<file path="config.mk">
export PLATFORM = sky130hd
export DESIGN_NAME = processor_run_ctrl
export DESIGN_NICKNAME = d
export VERILOG_FILES = /design/src/rtl/processor_pkg.sv /design/src/rtl/sat_counter.sv /design/src/rtl/processor_run_ctrl.sv
export SDC_FILE = /design/constraint.sdc
export NUM_CORES = 1
export LEC_CHECK = 0
export ABC_AREA = 1
export CAP_MARGIN = 0
export CORE_MARGIN = 3
export CORE_UTILIZATION = 46
export CTS_CLUSTER_SIZE = 10
export DETAILED_ROUTE_END_ITERATION = 10
export GPL_ROUTABILITY_DRIVEN = 0
export GPL_TIMING_DRIVEN = 0
export MAX_ROUTING_LAYER = met4
export PLACE_DENSITY_LB_ADDON = 0.3
export SYNTH_ARGS = -nofsm -noshare
export SYNTH_HDL_FRONTEND = slang
export SYNTH_SLANG_ARGS = --single-unit
</file>
<file path="constraint.sdc">
create_clock -name clk -period 1.58 [get_ports clk]
set_clock_uncertainty 0.15 [all_clocks]
set_input_delay 0.316 -clock clk [delete_from_list [all_inputs] [get_ports clk]]
set_output_delay 0.316 -clock clk [all_outputs]
set_load 0.05 [all_outputs]
</file>
<file path="src/rtl/processor_pkg.sv">
// ============================================================================
// processor_pkg: shared state encoding and defaults for the run controller.
// Rev 1.0
// ============================================================================
`default_nettype none

package processor_pkg;

  localparam logic [1:0] ST_IDLE  = 2'd0;
  localparam logic [1:0] ST_RESET = 2'd1;
  localparam logic [1:0] ST_RUN   = 2'd2;
  localparam logic [1:0] ST_DONE  = 2'd3;

  localparam int DEF_CNT_W = 16;

endpackage

`default_nettype wire

</file>
<file path="src/rtl/sat_counter.sv">
// ============================================================================
// sat_counter: up-counter with synchronous clear that sticks at all-ones.
// Rev 1.0
// ============================================================================
`default_nettype none

module sat_counter #(
  parameter int WIDTH = 16
) (
  input  logic             clk,
  input  logic             rst,
  input  logic             clr,
  input  logic             en,
  output logic [WIDTH-1:0] count
);

  localparam logic [WIDTH-1:0] c_max = {WIDTH{1'b1}};

  logic [WIDTH-1:0] r_count;

  always_ff @(posedge clk or negedge rst) begin
    if (!rst) begin
      r_count <= '0;
    end else if (clr) begin
      r_count <= '0;
    end else if (en && (r_count != c_max)) begin
      r_count <= r_count + 1'b1;
    end
  end

  assign count = r_count;

endmodule

`default_nettype wire

</file>
<file path="src/rtl/processor_run_ctrl.sv">
// ============================================================================
// processor_run_ctrl: reset/run sequencer for the processor core with cycle
// budget, halt detection and single-step support.
// Rev 1.0
// ============================================================================
`default_nettype none

module processor_run_ctrl
  import processor_pkg::*;
#(
  parameter int RST_CYCLES = 1,
  parameter int MAX_CYCLES = 25,
  parameter int CNT_W      = DEF_CNT_W
) (
  input  logic             clk,
  input  logic             rst,
  input  logic             start,
  input  logic             abort,
  input  logic             step_mode,
  input  logic             step,
  input  logic             halt_in,
  output logic             core_rst,
  output logic             run,
  output logic             busy,
  output logic             done,
  output logic             timeout,
  output logic [CNT_W-1:0] cycle_count
);

  localparam int              c_rc_w    = (RST_CYCLES > 1) ? $clog2(RST_CYCLES) : 1;
  localparam logic [c_rc_w-1:0] c_rst_load = c_rc_w'(RST_CYCLES - 1);
  // Count value seen during the final budgeted cycle; unused when unlimited.
  localparam logic [CNT_W-1:0] c_last   = CNT_W'((MAX_CYCLES == 0) ? 0 : MAX_CYCLES - 1);

  logic [1:0]        r_state;
  logic [c_rc_w-1:0] r_rst_cnt;
  logic              r_done;
  logic              r_timeout;

  logic w_run;
  logic w_halt;
  logic w_last;
  logic w_begin;
  logic w_clr;

  assign w_run   = (r_state == ST_RUN) && (!step_mode || step);
  assign w_halt  = w_run && halt_in;
  assign w_last  = (MAX_CYCLES != 0) && w_run && (cycle_count == c_last);
  assign w_begin = start && ((r_state == ST_IDLE) || (r_state == ST_DONE));
  assign w_clr   = abort || w_begin;

  always_ff @(posedge clk or negedge rst) begin
    if (!rst) begin
      r_state   <= ST_IDLE;
      r_rst_cnt <= '0;
      r_done    <= 1'b0;
      r_timeout <= 1'b0;
    end else if (abort) begin
      r_state   <= ST_IDLE;
      r_rst_cnt <= '0;
      r_done    <= 1'b0;
      r_timeout <= 1'b0;
    end else begin
      case (r_state)
        ST_IDLE: begin
          if (start) begin
            r_state   <= ST_RESET;
            r_rst_cnt <= c_rst_load;
          end
        end
        ST_RESET: begin
          if (r_rst_cnt == '0) begin
            r_state <= ST_RUN;
          end else begin
            r_rst_cnt <= r_rst_cnt - 1'b1;
          end
        end
        ST_RUN: begin
          // Halt outranks budget exhaustion in the same cycle.
          if (w_halt) begin
            r_state   <= ST_DONE;
            r_done    <= 1'b1;
            r_timeout <= 1'b0;
          end else if (w_last) begin
            r_state   <= ST_DONE;
            r_done    <= 1'b1;
            r_timeout <= 1'b1;
          end
        end
        ST_DONE: begin
          if (start) begin
            r_state   <= ST_RESET;
            r_rst_cnt <= c_rst_load;
            r_done    <= 1'b0;
            r_timeout <= 1'b0;
          end
        end
        default: r_state <= ST_IDLE;
      endcase
    end
  end

  sat_counter #(
    .WIDTH (CNT_W)
  ) u_cycle_cnt (
    .clk   (clk),
    .rst   (rst),
    .clr   (w_clr),
    .en    (w_run),
    .count (cycle_count)
  );

  assign core_rst = (r_state == ST_IDLE) || (r_state == ST_RESET);
  assign busy     = (r_state == ST_RESET) || (r_state == ST_RUN);
  assign run      = w_run;
  assign done     = r_done;
  assign timeout  = r_timeout;

endmodule

`default_nettype wire
</file>
# Word level (Yosys, flattened, before mapping)
# Cells that the tools add are included.
# Widths: inputs -> output; s select.
# classes
n_addsub,2
mul,0
n_div,0
magnitude_cmp,0
n_eq_ne,9
shift,0
mux,19
bitwise_logic,0
n_reduce_logical,19
# ops
operator,n
$mux 16,2
$add 16x1->16 const B,1
$eq 16x5->1 const B,1
$ne 16x16->1 const B,1
$mux 2,5
$mux 1,8
$ne 3x3->1 const B,2
$pmux 1 s2,3
$pmux 2 s3,1
$reduce_and 3->1,2
$reduce_bool 3->1,2
$logic_and 1x1->1,5
$logic_or 1x1->1,5
$eq 2x2->1 const B,2
$ne 4x4->1 const B,1
$ne 3x1->1 const B,1
$eq 2x1->1 const B,1
$logic_not 2->1,1
$reduce_and 2->1,1
$reduce_bool 2->1,1
$reduce_or 2->1,1
$logic_not 1->1,1
$sub 1x1->1 const B,1
# totals
ff_bits,21
latch_bits,0
mem_bits_rw,0
mem_bits_ro,0
out_inout_bits,21
elab_cells,54
mem_count,0

# Longest topological paths before layout
# depth
word_depth,8
ltp_mapped,11
mapped_depth_nobuf,11

# By module
# From an unflattened synthesis, not the netlist that was laid out.
# unflattened
hier_cells,207
hier_area_um2,1436.4
# by_module_without_submodules
mod,n_inst,cells_each,area_per_inst_um2,seq_area_each_um2
sat_counter,1,144,1037.2,400.4
processor_run_ctrl,1,63,399.1,100.1

# Worst setup path after synthesis
# OpenSTA, ideal clock, no wires.
# synth_path
path_type,reg-to-reg
start,reg r_state[0]
end,"reg u_cycle_cnt.r_count[3], in the netlist u_cycle_cnt.count[3]"
t_arrival_ns,1.916
t_required_ns,1.310
slack_ns,-0.606
path_stages_with_launch,11
synth_period_minus_slack_ns,2.186
path_cell_list,dfrtp_1 -> inv_1 -> ha_1 -> inv_1 -> a21oi_2 -> inv_1 -> o21ai_4 -> inv_2 -> buf_6 -> nand2_1 -> nand2_1
# synth_rtl
element,line_no,source
"start, declared",processor_run_ctrl.sv:35,logic [1:0] r_state;
"start signal, assigned",processor_run_ctrl.sv:54,r_state <= ST_IDLE;
"start signal, assigned",processor_run_ctrl.sv:59,r_state <= ST_IDLE;
"start signal, assigned",processor_run_ctrl.sv:67,r_state <= ST_RESET;
$eq 2x2->1,processor_run_ctrl.sv:46,assign w_run = (r_state == ST_RUN) && (!step_mode || step);
$logic_and 1x1->1,processor_run_ctrl.sv:46,
net run,processor_run_ctrl.sv:23,"output logic run,"
$logic_and 1x1->1,sat_counter.sv:26,end else if (en && (r_count != c_max)) begin
$reduce_bool 2->1 (no line),-,
"end signal, assigned",sat_counter.sv:27,r_count <= r_count + 1'b1;
"end, declared",sat_counter.sv:19,logic [WIDTH-1:0] r_count;
# The timed path passes the listed nets, and every way through them passes these cells.
# A chain may end at the register's enable or synchronous reset.

# Worst setup path after layout
# layout_path
start,reg r_state[0]
end,out run
# layout_between
elab_chain_cells,2
# layout_rtl
element,line_no
$eq 2x2->1,processor_run_ctrl.sv:46
$logic_and 1x1->1,processor_run_ctrl.sv:46
"end, declared",processor_run_ctrl.sv:23
# Every way passes these cells.

==> results.sh <==
export IMPL_setup_ws_ps=-228
export IMPL_required_ps=1110
export IMPL_nets=263
export IMPL_pin_count=28
export IMPL_post_place_ws_ps=-739
export IMPL_cp_cell_sequence="inv_2, ha_4, inv_4, a21oi_4, buf_6"
export IMPL_pwr_share_clk_pct=13.2
export IMPL_pwr_share_comb_pct=60.5
export IMPL_detail_route_antenna_nets=0
export IMPL_min_period_over_period_pct=114
export IMPL_hp_start="done$_DFFE_PN0P_"
export IMPL_syn_inst=207
export IMPL_fin_tns_setup_ps=-3760
export IMPL_vias=1519
export IMPL_finalHoldViolCount=0
export IMPL_hold_path_depth=2
export IMPL_drcViolationCount=0
export IMPL_synth_seq_cells=20
export IMPL_slew_viol_final=0
export IMPL_p_per_area_nw_per_um2=1220
export IMPL_worstMarginPinSlew_ps=895
export IMPL_grt_overflow_total=0
export IMPL_seq_power_share_pct=26.3
export IMPL_whs_ps=339
export IMPL_grt_max_degree=21
export IMPL_num_antenna_cells=0
export IMPL_first_global_vias=1361
export IMPL_avgSynthCellArea_um2=6.79
export IMPL_root_buffer="clkbuf_4"
export IMPL_arrival_ps=1340
export IMPL_rrSetupSlack_ps=-210
export IMPL_timing_rr_start="r_state[0]$_DFFE_PN0P_"
export IMPL_slowest_stage="dfrtp_1"
export IMPL_ys_types=22
export IMPL_min_to="done$_DFFE_PN0P_"
export IMPL_drtPass1Iterations=4
export IMPL_drive_gt1_share_pct=30.1
export IMPL_cts_made_buffers=3
export IMPL_cp_end_kind="output pin"
export IMPL_wl_per_cell_um=13.6
export IMPL_layout_commonest_cell="nand2_1"
export IMPL_die_h_um=61.3
export IMPL_power_switching_mw=1.03
export IMPL_antenna_found_initial=0
export IMPL_grt_pass1_wl_um=6530
export IMPL_power_leakage_nw=0.897
export IMPL_r2r_end="done$_DFFE_PN0P_"
export IMPL_netlist_area_um2=1410
export IMPL_worstRegToRegCells=11
export IMPL_coreArea_um2=2830
export IMPL_syn_num_nets=220
export IMPL_cts_sinks=20
export IMPL_period_needed_ps=1810
export IMPL_max_cap_violations=0
export IMPL_via_per_inst=5.43
export IMPL_wl_um=3800
export IMPL_clock_latency_ps=310
export IMPL_cts_clk_slew_worst_paths_ps=110
export IMPL_failed_checks="negative setup slack"
export IMPL_place_port_buffers=27
export IMPL_drt_iter0_markers=56
export IMPL_cp_start_kind="register"
export IMPL_placed_cells=265
export IMPL_yosysWarnings=0
export IMPL_internal_power_mw=1.30
export IMPL_ys_seq_area_share_pct=35.6
export IMPL_syn_to_final_growth_pct=35.1
export IMPL_slew_headroom_pct=40.2
export IMPL_slowest_delay_ps=420
export IMPL_crit_buf_inv=3
export IMPL_cts_tree="yes"
export IMPL_peakVddDrop_mv=1.24
export IMPL_final_cell_mix="nand2_1, nor2_1, nand3_1, inv_1, dfrtp_2"
export IMPL_path_class="register to output pin"
export IMPL_htree_levels=1
export IMPL_fmax_ghz=0.553
export IMPL_placementRows=19
export IMPL_dieArea_um2=3760
export IMPL_setup_viol=23
export IMPL_hold_path_class="register to register"
export IMPL_status="finished, violations left"
export IMPL_hpwl_um=2580
export IMPL_die_w_um=61.3
export IMPL_post_route_util_pct=67.1
export IMPL_critPathTopFamily="flip-flops"
export IMPL_critPathMaxFanout=3
export IMPL_instances_no_fill=280
export IMPL_switching_share_pct=44.2
export IMPL_start_util_pct=49.7
export IMPL_rsz0062_at_grt="yes"
export IMPL_cts_buffer_depth=2
export IMPL_globalRouteTotalUtil_pct=24.1
## cell type report
type | instances | area (um^2)
Clock buffer | 4 | 36.3
Buffer | 4 | 37.5
Timing Repair Buffer | 38 | 315
Fill cell | 233 | 930
Inverter | 22 | 85.1
Tap cell | 31 | 38.8
Multi-Input combinational cell | 161 | 871
Sequential cell | 20 | 515
## layer usage
layer	vias up	GRT usage, %	routed length, um
met5	-	-	0
met4	0	7.43	94
met3	14	2.52	256
met2	59	38.2	1790
met1	702	32.3	1660
li1	744	-	-
## worst min-delay path: stages (launching register included)
cell and delay, ps:
dfrtp_1 360, nand2_1 60, nand2_1 50
## state kept, by name, indices dropped and copies added (netlist names)
name / count
u_cycle_cnt.count: 16
done: 1
timeout: 1
r_state: 2
## logic make-up after synthesis
kind of cell	share of synthesized area, %
buffers and inverters	7.65
AO/OA/AOI/OAI	6.05
XOR/XNOR	3.74
adder cells (fa/ha/maj)	5.34
AND/OR/NAND/NOR	41.6
flip-flops	35.6
## cell usage after synthesis, drive strengths merged
master  instances  area share (%)
a22o            1            0.62
nand3          17             6.0
a21oi           2             1.2
o21ai           5             2.6
inv            22             5.9
nand3b          1            0.53
nand2          73              20
o21bai          3             1.6
ha              6             5.3
clkbuf          1            0.27
xor2            6             3.7
nor2           35              10
or2             2            0.89
nand4          10             4.4
dfrtp          20              36
buf             3             1.5
## power groups by stage
| stage | logic [mW] | clock network, mW | registers, mW |
|---|---|---|---|
| after floorplan | 0.694 | 0 | 0.748 |
| after global placement | 1.08 | 0 | 0.633 |
| after detailed placement | 1.10 | 0 | 0.637 |
| after CTS | 1.37 | 0.309 | 0.614 |
| after global routing | 1.51 | 0.338 | 0.620 |
| final | 1.41 | 0.306 | 0.612 |
## metrics by stage
step / instance area (um^2) / power, mW
5_1_grt: 1900 / 2.47
3_5_place_dp: 1790 / 1.73
2_1_floorplan: 1480 / 1.44
6_report: 1900 / 2.32
4_1_cts: 1870 / 2.29
3_3_place_gp: 1790 / 1.71
## worst max-delay path by stage
stage	start	end	slack, ps	cells after the start
detailed placement	step	run	-740	4
CTS	r_state[0]$_DFFE_PN0P_	run	-220	5
floorplan	r_state[0]$_DFFE_PN0P_	u_cycle_cnt.count[9]$_DFFE_PN0P_	-300	10
finish	r_state[0]$_DFFE_PN0P_	run	-230	5
global placement	step	run	-740	4
global route	r_state[1]$_DFFE_PN0P_	r_state[1]$_DFFE_PN0P_	-340	11
## repair_timing
action / in CTS / in global routing
pin swaps: 5 / 2
resized for setup: 120 / 12
buffers inserted: 9 / 1
setup endpoints to repair: 40 / 28
gates cloned: 1 / 0
hold buffers: 0 / 0
No activity file was read; power rests on OpenSTA's default activity.
